**config.mk**
```make
export PLATFORM = sky130hd
export DESIGN_NAME = bfly_seq
export DESIGN_NICKNAME = d
export VERILOG_FILES = /design/src/rtl/bfly_seq.sv
export SDC_FILE = /design/constraint.sdc
export NUM_CORES = 1
export LEC_CHECK = 0
export ABC_AREA = 1
export CAP_MARGIN = 10
export CORE_ASPECT_RATIO = 0.6
export CORE_MARGIN = 10
export CORE_UTILIZATION = 30
export CTS_BUF_LIST = sky130_fd_sc_hd__clkbuf_8
export DETAILED_ROUTE_END_ITERATION = 10
export DONT_BUFFER_PORTS = 1
export PLACE_DENSITY = 0.55
export SLEW_MARGIN = 15
export SYNTH_ARGS = -nofsm -noshare
export SYNTH_HDL_FRONTEND = slang
export SYNTH_SLANG_ARGS = --single-unit
```
**constraint.sdc**
```tcl
create_clock -name clk -period 14.4 [get_ports clk]
set_input_delay 1.44 -clock clk [delete_from_list [all_inputs] [get_ports clk]]
set_output_delay 1.44 -clock clk [all_outputs]
set_load 0.01 [all_outputs]
```
**src/rtl/bfly_seq.sv**
```systemverilog
// bfly_seq: micro-sequencer running a batch of radix-2 real butterflies X=A+W*B, Y=A-W*B
// over a dual-read/dual-write 16-entry register file (W in signed Q1.FRAC).
// Latency: 3 cycles per butterfly plus 1 DONE cycle; count=0 completes in 1 cycle.
// Build option: define BFLY_SAT_EN to saturate X/Y to n bits; otherwise they wrap.
module bfly_seq #(
  parameter int n    = 8,
  parameter int FRAC = 6
) (
  input  logic         clk,
  input  logic         reset,
  input  logic         start,
  input  logic [3:0]   count,
  input  logic [3:0]   a_addr,
  input  logic [3:0]   b_addr,
  input  logic [3:0]   w_addr,
  input  logic [3:0]   x_addr,
  input  logic [3:0]   y_addr,
  output logic         busy,
  output logic         done,
  output logic         err,
  output logic [3:0]   R1addr1,
  output logic [3:0]   R1addr2,
  output logic [3:0]   R2addr1,
  output logic [3:0]   R2addr2,
  output logic [3:0]   R1addr3,
  output logic [3:0]   R2addr3,
  output logic         w1,
  output logic         w2,
  output logic [n-1:0] Wdata1,
  output logic [n-1:0] Wdata2,
  input  logic [n-1:0] R1data1,
  input  logic [n-1:0] R1data2,
  input  logic [n-1:0] R2data1,
  input  logic [n-1:0] R2data2
);

  typedef enum logic [2:0] {S_IDLE, S_READ, S_MUL, S_WRITE, S_DONE} state_t;

  localparam logic signed [n+1:0] SAT_MAX = {3'b000, {(n-1){1'b1}}};
  localparam logic signed [n+1:0] SAT_MIN = {3'b111, {(n-1){1'b0}}};

  state_t              r_state;
  logic [3:0]          r_cnt, r_idx;
  logic [3:0]          r_a, r_b, r_w, r_x, r_y;
  logic signed [n-1:0] r_da, r_db, r_dw;
  logic                r_busy, r_done, r_err, r_wen;
  logic [3:0]          r_ra, r_rb, r_rw, r_wx, r_wy;
  logic [n-1:0]        r_wd1, r_wd2;

  logic [3:0]            w_ax, w_ay, w_idx_nxt;
  logic                  w_bad, w_last;
  logic signed [2*n-1:0] w_prod, w_shift;
  logic signed [n:0]     w_p;
  logic signed [n+1:0]   w_sum, w_dif;
  logic                  w_unused;

  // Destination addresses of the current butterfly wrap modulo 16.
  assign w_ax      = r_x + r_idx;
  assign w_ay      = r_y + r_idx;
  assign w_bad     = (w_ax < 4'd3) || (w_ay < 4'd3) || (w_ax == w_ay);
  assign w_last    = (r_idx == (r_cnt - 4'd1));
  assign w_idx_nxt = r_idx + 4'd1;

  // Full-width signed product, arithmetic shift floors toward -inf; keep n+1 bits.
  assign w_prod  = (2*n)'(r_db) * (2*n)'(r_dw);
  assign w_shift = w_prod >>> FRAC;
  assign w_p     = w_shift[n:0];

  // Butterfly sums carried at n+2 bits so neither can overflow before reduction.
  assign w_sum = {{2{r_da[n-1]}}, r_da} + {w_p[n], w_p};
  assign w_dif = {{2{r_da[n-1]}}, r_da} - {w_p[n], w_p};

  // Fourth read port and the discarded product bits are intentionally ignored.
  assign w_unused = ^{R2data2, w_shift[2*n-1:n+1]};

  function automatic logic [n-1:0] reduce(input logic signed [n+1:0] v);
`ifdef BFLY_SAT_EN
    if (v > SAT_MAX) return SAT_MAX[n-1:0];
    if (v < SAT_MIN) return SAT_MIN[n-1:0];
`endif
    return v[n-1:0];
  endfunction

  // Sequencer FSM; every port is driven from a register.
  always_ff @(posedge clk or posedge reset) begin
    if (reset) begin
      r_state <= S_IDLE;
      r_cnt   <= '0;
      r_idx   <= '0;
      r_a     <= '0;
      r_b     <= '0;
      r_w     <= '0;
      r_x     <= '0;
      r_y     <= '0;
      r_da    <= '0;
      r_db    <= '0;
      r_dw    <= '0;
      r_busy  <= 1'b0;
      r_done  <= 1'b0;
      r_err   <= 1'b0;
      r_wen   <= 1'b0;
      r_ra    <= '0;
      r_rb    <= '0;
      r_rw    <= '0;
      r_wx    <= '0;
      r_wy    <= '0;
      r_wd1   <= '0;
      r_wd2   <= '0;
    end else begin
      case (r_state)
        S_IDLE: begin
          if (start) begin
            r_cnt  <= count;
            r_a    <= a_addr;
            r_b    <= b_addr;
            r_w    <= w_addr;
            r_x    <= x_addr;
            r_y    <= y_addr;
            r_idx  <= '0;
            r_err  <= 1'b0;
            r_busy <= 1'b1;
            if (count == 4'd0) begin
              r_done  <= 1'b1;
              r_state <= S_DONE;
            end else begin
              r_ra    <= a_addr;
              r_rb    <= b_addr;
              r_rw    <= w_addr;
              r_state <= S_READ;
            end
          end
        end
        S_READ: begin
          r_da <= R1data1;
          r_db <= R1data2;
          r_dw <= R2data1;
          r_ra <= '0;
          r_rb <= '0;
          r_rw <= '0;
          if (w_bad) begin
            r_err   <= 1'b1;
            r_done  <= 1'b1;
            r_state <= S_DONE;
          end else begin
            r_state <= S_MUL;
          end
        end
        S_MUL: begin
          r_wen   <= 1'b1;
          r_wx    <= w_ax;
          r_wy    <= w_ay;
          r_wd1   <= reduce(w_sum);
          r_wd2   <= reduce(w_dif);
          r_state <= S_WRITE;
        end
        S_WRITE: begin
          r_wen <= 1'b0;
          r_wx  <= '0;
          r_wy  <= '0;
          if (w_last) begin
            r_done  <= 1'b1;
            r_state <= S_DONE;
          end else begin
            r_idx   <= w_idx_nxt;
            r_ra    <= r_a + w_idx_nxt;
            r_rb    <= r_b + w_idx_nxt;
            r_rw    <= r_w;
            r_state <= S_READ;
          end
        end
        S_DONE: begin
          r_done  <= 1'b0;
          r_busy  <= 1'b0;
          r_state <= S_IDLE;
        end
        default: r_state <= S_IDLE;
      endcase
    end
  end

  assign busy    = r_busy;
  assign done    = r_done;
  assign err     = r_err;
  assign R1addr1 = r_ra;
  assign R1addr2 = r_rb;
  assign R2addr1 = r_rw;
  assign R2addr2 = 4'd0;
  assign R1addr3 = r_wx;
  assign R2addr3 = r_wy;
  assign w1      = r_wen;
  assign w2      = r_wen;
  assign Wdata1  = r_wd1;
  assign Wdata2  = r_wd2;

endmodule

```
## Word level (Yosys, flattened, before mapping)

Index checks and enable logic that the tools add are counted.
W data, S select, Z words.

- Input bits: 59
- Logic and storage cells: 93
- Output and inout bits: 45
- Bits in registers: 95

- $add $sub $neg: 8
- Multiplexer cells: 32
- Multiply operators: 1
- Equality and inequality tests: 12
- Magnitude comparators: 2
- Reduce and logical (&&, ||, !) cells: 16

Operators by type and width:

| kind | number |
|---|---|
| $mux W4 | 11 |
| $pmux W4 S3 | 3 |
| $pmux W4 S2 | 3 |
| $add A4 B4 Y4 | 4 |
| $mul A8 B8 Y14 | 1 |
| $mux W3 | 4 |
| $ne A2 B2 Y1 const B | 6 |
| $pmux W3 S4 | 1 |
| $add A8 B8 Y8 | 1 |
| $eq A4 B4 Y1 | 2 |
| $lt A4 B2 Y1 const B | 2 |
| $reduce_bool A2 Y1 | 4 |
| $sub A8 B8 Y8 | 1 |
| $eq A3 B2 Y1 const B | 2 |
| $mux W1 | 6 |
| $pmux W1 S2 | 3 |
| $reduce_and A3 Y1 | 2 |
| $reduce_and A5 Y1 | 1 |
| $add A4 B1 Y4 const B | 1 |
| $logic_not A4 Y1 | 1 |
| $pmux W1 S4 | 1 |
| $reduce_and A2 Y1 | 2 |
| $reduce_and A4 Y1 | 1 |
| $reduce_bool A4 Y1 | 1 |
| 6 further kinds | 7 |

## Longest topological paths before layout

- Depth in word-level cells: 6
- Gate-level depth with buffers: 33
- Depth with buffers taken out: 31

## Worst setup path before layout

Ideal clock, no wire load.

- Path kind: reg2reg
- Start: reg r_db[4]
- End: reg r_wd2[7] (netlist: Wdata2[7])
- Clock period less this slack: 5.111 ns
- Setup slack: 9.289 ns
- Path buffers: 1
- Library setup time: 0.117 ns
- Cell stages (with the launch flop): 27
- Required time: 14.283 ns
- Arrival: 4.993 ns
- Path through: dfrtp_1 clkbuf_1 nand2_1 fa_1 inv_1 fa_1 fa_1 inv_1 fa_1 inv_1 ha_1 a21oi_1 nand3_1 nand2_1 o21ai_2 a21oi_1 inv_1 nand2_1 nand2_1 ha_1 inv_1 a21o_1 a31oi_1 nand2_1 nand3b_1 nand3_1 nand2_1

- Word-level cells in the longest chain between the ends: 2

RTL lines:

| item | line | text |
|---|---|---|
| start: declaration | 45 | `logic signed [n-1:0] r_da, r_db, r_dw;` |
| start signal: assignment | 135 | `r_db <= R1data2;` |
| $mul A8 B8 Y14 | 65 | `assign w_prod = (2*n)'(r_db) * (2*n)'(r_dw);` |
| $sub A8 B8 Y8 | 71 | `assign w_dif = {{2{r_da[n-1]}}, r_da} - {w_p[n], w_p};` |
| end signal: assignment | 153 | `r_wd2 <= reduce(w_dif);` |
| end: declaration | 48 | `logic [n-1:0] r_wd1, r_wd2;` |

No other way between the ends.
A chain may end at the register's enable or synchronous reset.

## Worst setup path in the final report

- Start: reg r_dw[7]
- End: reg r_wd2[7] (netlist: Wdata2[7])

- Word-level cells in the longest chain between the ends: 2

RTL lines:

| item | line | text |
|---|---|---|
| start: declaration | 45 |  |
| start signal: assignment | 136 | `r_dw <= R2data1;` |
| $mul A8 B8 Y14 | 65 |  |
| $sub A8 B8 Y8 | 71 |  |

No other way between the ends.

==> results.yml <==
die:
  core_area_mm2: 0.02411
  dieArea_mm2: 0.03136
  start_util: 0.3047
  io_pins: 104
  rows: 44
  die-width_um: 222.1
  die_h_um: 141.2
layout:
  final_area_mm2: 0.007838
  drive_above_1_share: 0.03481
  nets: 1108
  area_growth_pct: 6.658
  regArea_mm2: 0.002352
  diodes: 0
  mostFrequentLayoutCell: "nand2_1"
  multi_input_area_mm2: 0.004115
  nFillCells: 2618
  layout.cells.non_filler: 1270
  final_cell_mix: "335 x nand2_1, 187 x inv_1, 94 x dfrtp_1, 54 x ha_1, 53 x o21ai_0"
clocking:
  cts.path.max_buffers: 2
  numClockSinks: 94
  cts_setup_buffers: 0
  path_clk_slew_ns: 0.11
  clk_latency_ns: 0.40
  htreeDepth: 3
  cts_hold_buffers: 0
  cts_tree: "yes"
  root_buffer: "clkbuf_8"
  cts_resized: 0
  cts_buffers: 9
flow_run:
  max_cap_violations: 0
setup_path:
  worst_r2r_path_depth: 26
  cp_top_family: "adder cells"
  cp.depth: 26
  r2r_start: "r_dw[7]"
  cp_slowest_cell: "fa_1"
  start_kind: "flop"
  crit_buf_inv: 4
  reg2reg_to: "Wdata2[7]"
  cpPeakStageDelay_ns: 0.54
  worstPathArrival_ns: 6.03
  critPathKind: "flop to flop"
  worst_ep_required_time_ns: 14.68
  endpoint_kind: "flop"
  reg2reg_slack_ns: 8.65
  cpMostUsedCell: "nand2_1"
  worstPathMaxFanout: 7
sta:
  clock_skew_ns: 0.01857
  hold_viol: 0
  hold_slack_ns: 0.4946
  tightest_slew_ns: 0.9563
  fin_setup_tns_ns: 0
  grt_setup_unrepaired: "false"
  setup_violations: 0
  max_slew_margin: 0.3618
  finalCritPeriodShare: 0.3991
  fmax_ghz: 0.1740
  post-route-min-period_ns: 5.746
  slew_violations: 0
placed_design:
  place_area_mm2: 0.007616
  port_buffers: 0
  dp_cells: 1254
  place.detailed.hpwl_um: 14510
  routabilityCongestion: 0.7770
synthesis:
  avgSynthCellArea_um2: 7.639
  yosys_warnings: 0
  syn_inst: 962
  synth_seq_cells: 94
  yosysUniqueCellTypes: 34
  yosysTopAreaCellShare: 0.3201
  synth_area_leaders: "dfrtp_1 32%, nand2_1 17%, fa_1 14%, inv_1 9.6%, ha_1 9.2%"
  synth_top_area_cell: "dfrtp_1"
  synthesis.area_mm2: 0.007348
  seq_area_frac_synth: 0.3201
run_status:
  outcome: "finished clean"
route:
  ant_nets: 0
  wl_per_cell_um: 14.45
  viasPerCell: 4.394
  drt_first_iter_violations: 220
  drcViolationCount: 0
  vias: 5580
  dr.pass1.iters: 4
  wl_um: 18350
grt:
  overflow: 0
  grt_pass1_vias: 5599
  grt_pass1_wl_um: 30210
  grt_max_degree: 66
  grt_usage: 0.1209
  grt_antenna_before_repair: 0
min_path:
  hold_path_class: "flop to flop"
  min_path_cells: 2
  hp-start: "r_x[0]"
  hold_path_end: "r_x[0]"
-- registers in the layout (all words and copies together) (netlist names), 3 cells and up --
| name | count |
|---|---|
| Wdata1 | 8 |
| r_da | 8 |
| r_db | 8 |
| r_dw | 8 |
| Wdata2 | 7 |
| R1addr1 | 4 |
| R1addr2 | 4 |
| R1addr3 | 4 |
| R2addr1 | 4 |
| R2addr3 | 4 |
| r_a | 4 |
| r_b | 4 |
| r_cnt | 4 |
| r_idx | 4 |
| r_w | 4 |
| r_x | 4 |
| r_y | 4 |
| r_state | 3 |
-- worst reg2reg max path: stages, from the launching register on --
cell and delay (ns):
dfrtp_1 0.47, inv_1 0.23, nor2_1 0.10, fa_1 0.51
fa_1 0.53, fa_1 0.54, inv_1 0.05, fa_1 0.53
inv_1 0.04, ha_1 0.32, nand2_1 0.08, nor3_1 0.25
nand2_1 0.11, nand3_1 0.09, nand2_1 0.10, o21ai_2 0.19
a21oi_1 0.13, nand2_1 0.07, nand2_1 0.06, ha_1 0.39
inv_1 0.14, a21o_1 0.18, a31oi_1 0.13, nand2_1 0.10
nand3b_1 0.16, nand3_1 0.07, nand2_1 0.06
-- worst max path at each step --
stage                      to  slack [ns]     from
detailed placement  Wdata1[7]        8.66  r_dw[7]
CTS                 Wdata1[7]        8.61  r_dw[7]
global placement    Wdata1[7]        8.75  r_dw[7]
global route        Wdata2[7]        8.19  r_dw[7]
finish              Wdata2[7]        8.65  r_dw[7]
floorplan           Wdata2[7]        9.29  r_db[4]
-- cell families (layout without fill, tap and decap cells) --
logic type / count (synthesis) / count (layout) / share of synthesized area
buffers and inverters: 228 / 211 / 0.1214
xor gates and xnor gates: 25 / 25 / 0.02980
AOI/OAI and AO/OA: 93 / 93 / 0.06896
adders and majority gates: 106 / 106 / 0.2336
DFF: 94 / 94 / 0.3201
and+or+nand+nor: 415 / 415 / 0.2256
other: 1 / 4 / 0.0005103
-- through the flow --
| step | util | setup slack (ns) |
|---|---|---|
| 6_report | 0.3250 | 8.654 |
| 5_1_grt | 0.3250 | 8.189 |
| 4_1_cts | 0.3250 | 8.614 |
| 3_5_place_dp | 0.3158 | 8.662 |
| 3_3_place_gp | 0.3158 | 8.752 |
| 2_1_floorplan | - | 9.289 |
-- area by class of cell --
class / count / area share
inverters: 192 / 0.09227
clock inverters: 7 / 0.01245
repair buffers: 3 / 0.002874
well taps: 322 / 0.05140
multi-input cells: 643 / 0.5251
flip-flops and latches: 94 / 0.3001
clock buffers: 9 / 0.01580
-- per-layer routing --
layer | up-vias | part of all wire | global-route usage
li1 | 2841 | - | -
met1 | 2649 | 0.50 | 0.1627
met2 | 79 | 0.42 | 0.1787
met3 | 11 | 0.073 | 0.04708
met4 | 0 | 0.0080 | 0.02567
met5 | - | 0 | 0
-- synth_stat cells --
cell type	number
nor2_2	2
a21oi_1	22
buf_2	8
nor4_1	1
o21a_1	1
buf_4	7
nand4_1	4
o21ai_0	53
xor2_1	14
nor2_4	2
nand3_1	31
nand3b_1	2
inv_2	3
nor2_1	29
inv_1	188
o22ai_1	2
a22oi_1	2
dfrtp_1	94
o21bai_1	2
fa_1	52
a31oi_1	3
o21ai_2	1
xnor2_1	11
clkinv_1	1
conb_1	1
clkbuf_1	21
o31ai_1	3
ha_1	54
nand3_2	1
a21o_1	3
nor3_1	4
or2_2	4
nand2_1	335
a22o_1	1
Power is left out: the tool's default activity adds up to more than one toggle a clock period on the data nets, which glitch-free logic cannot reach.
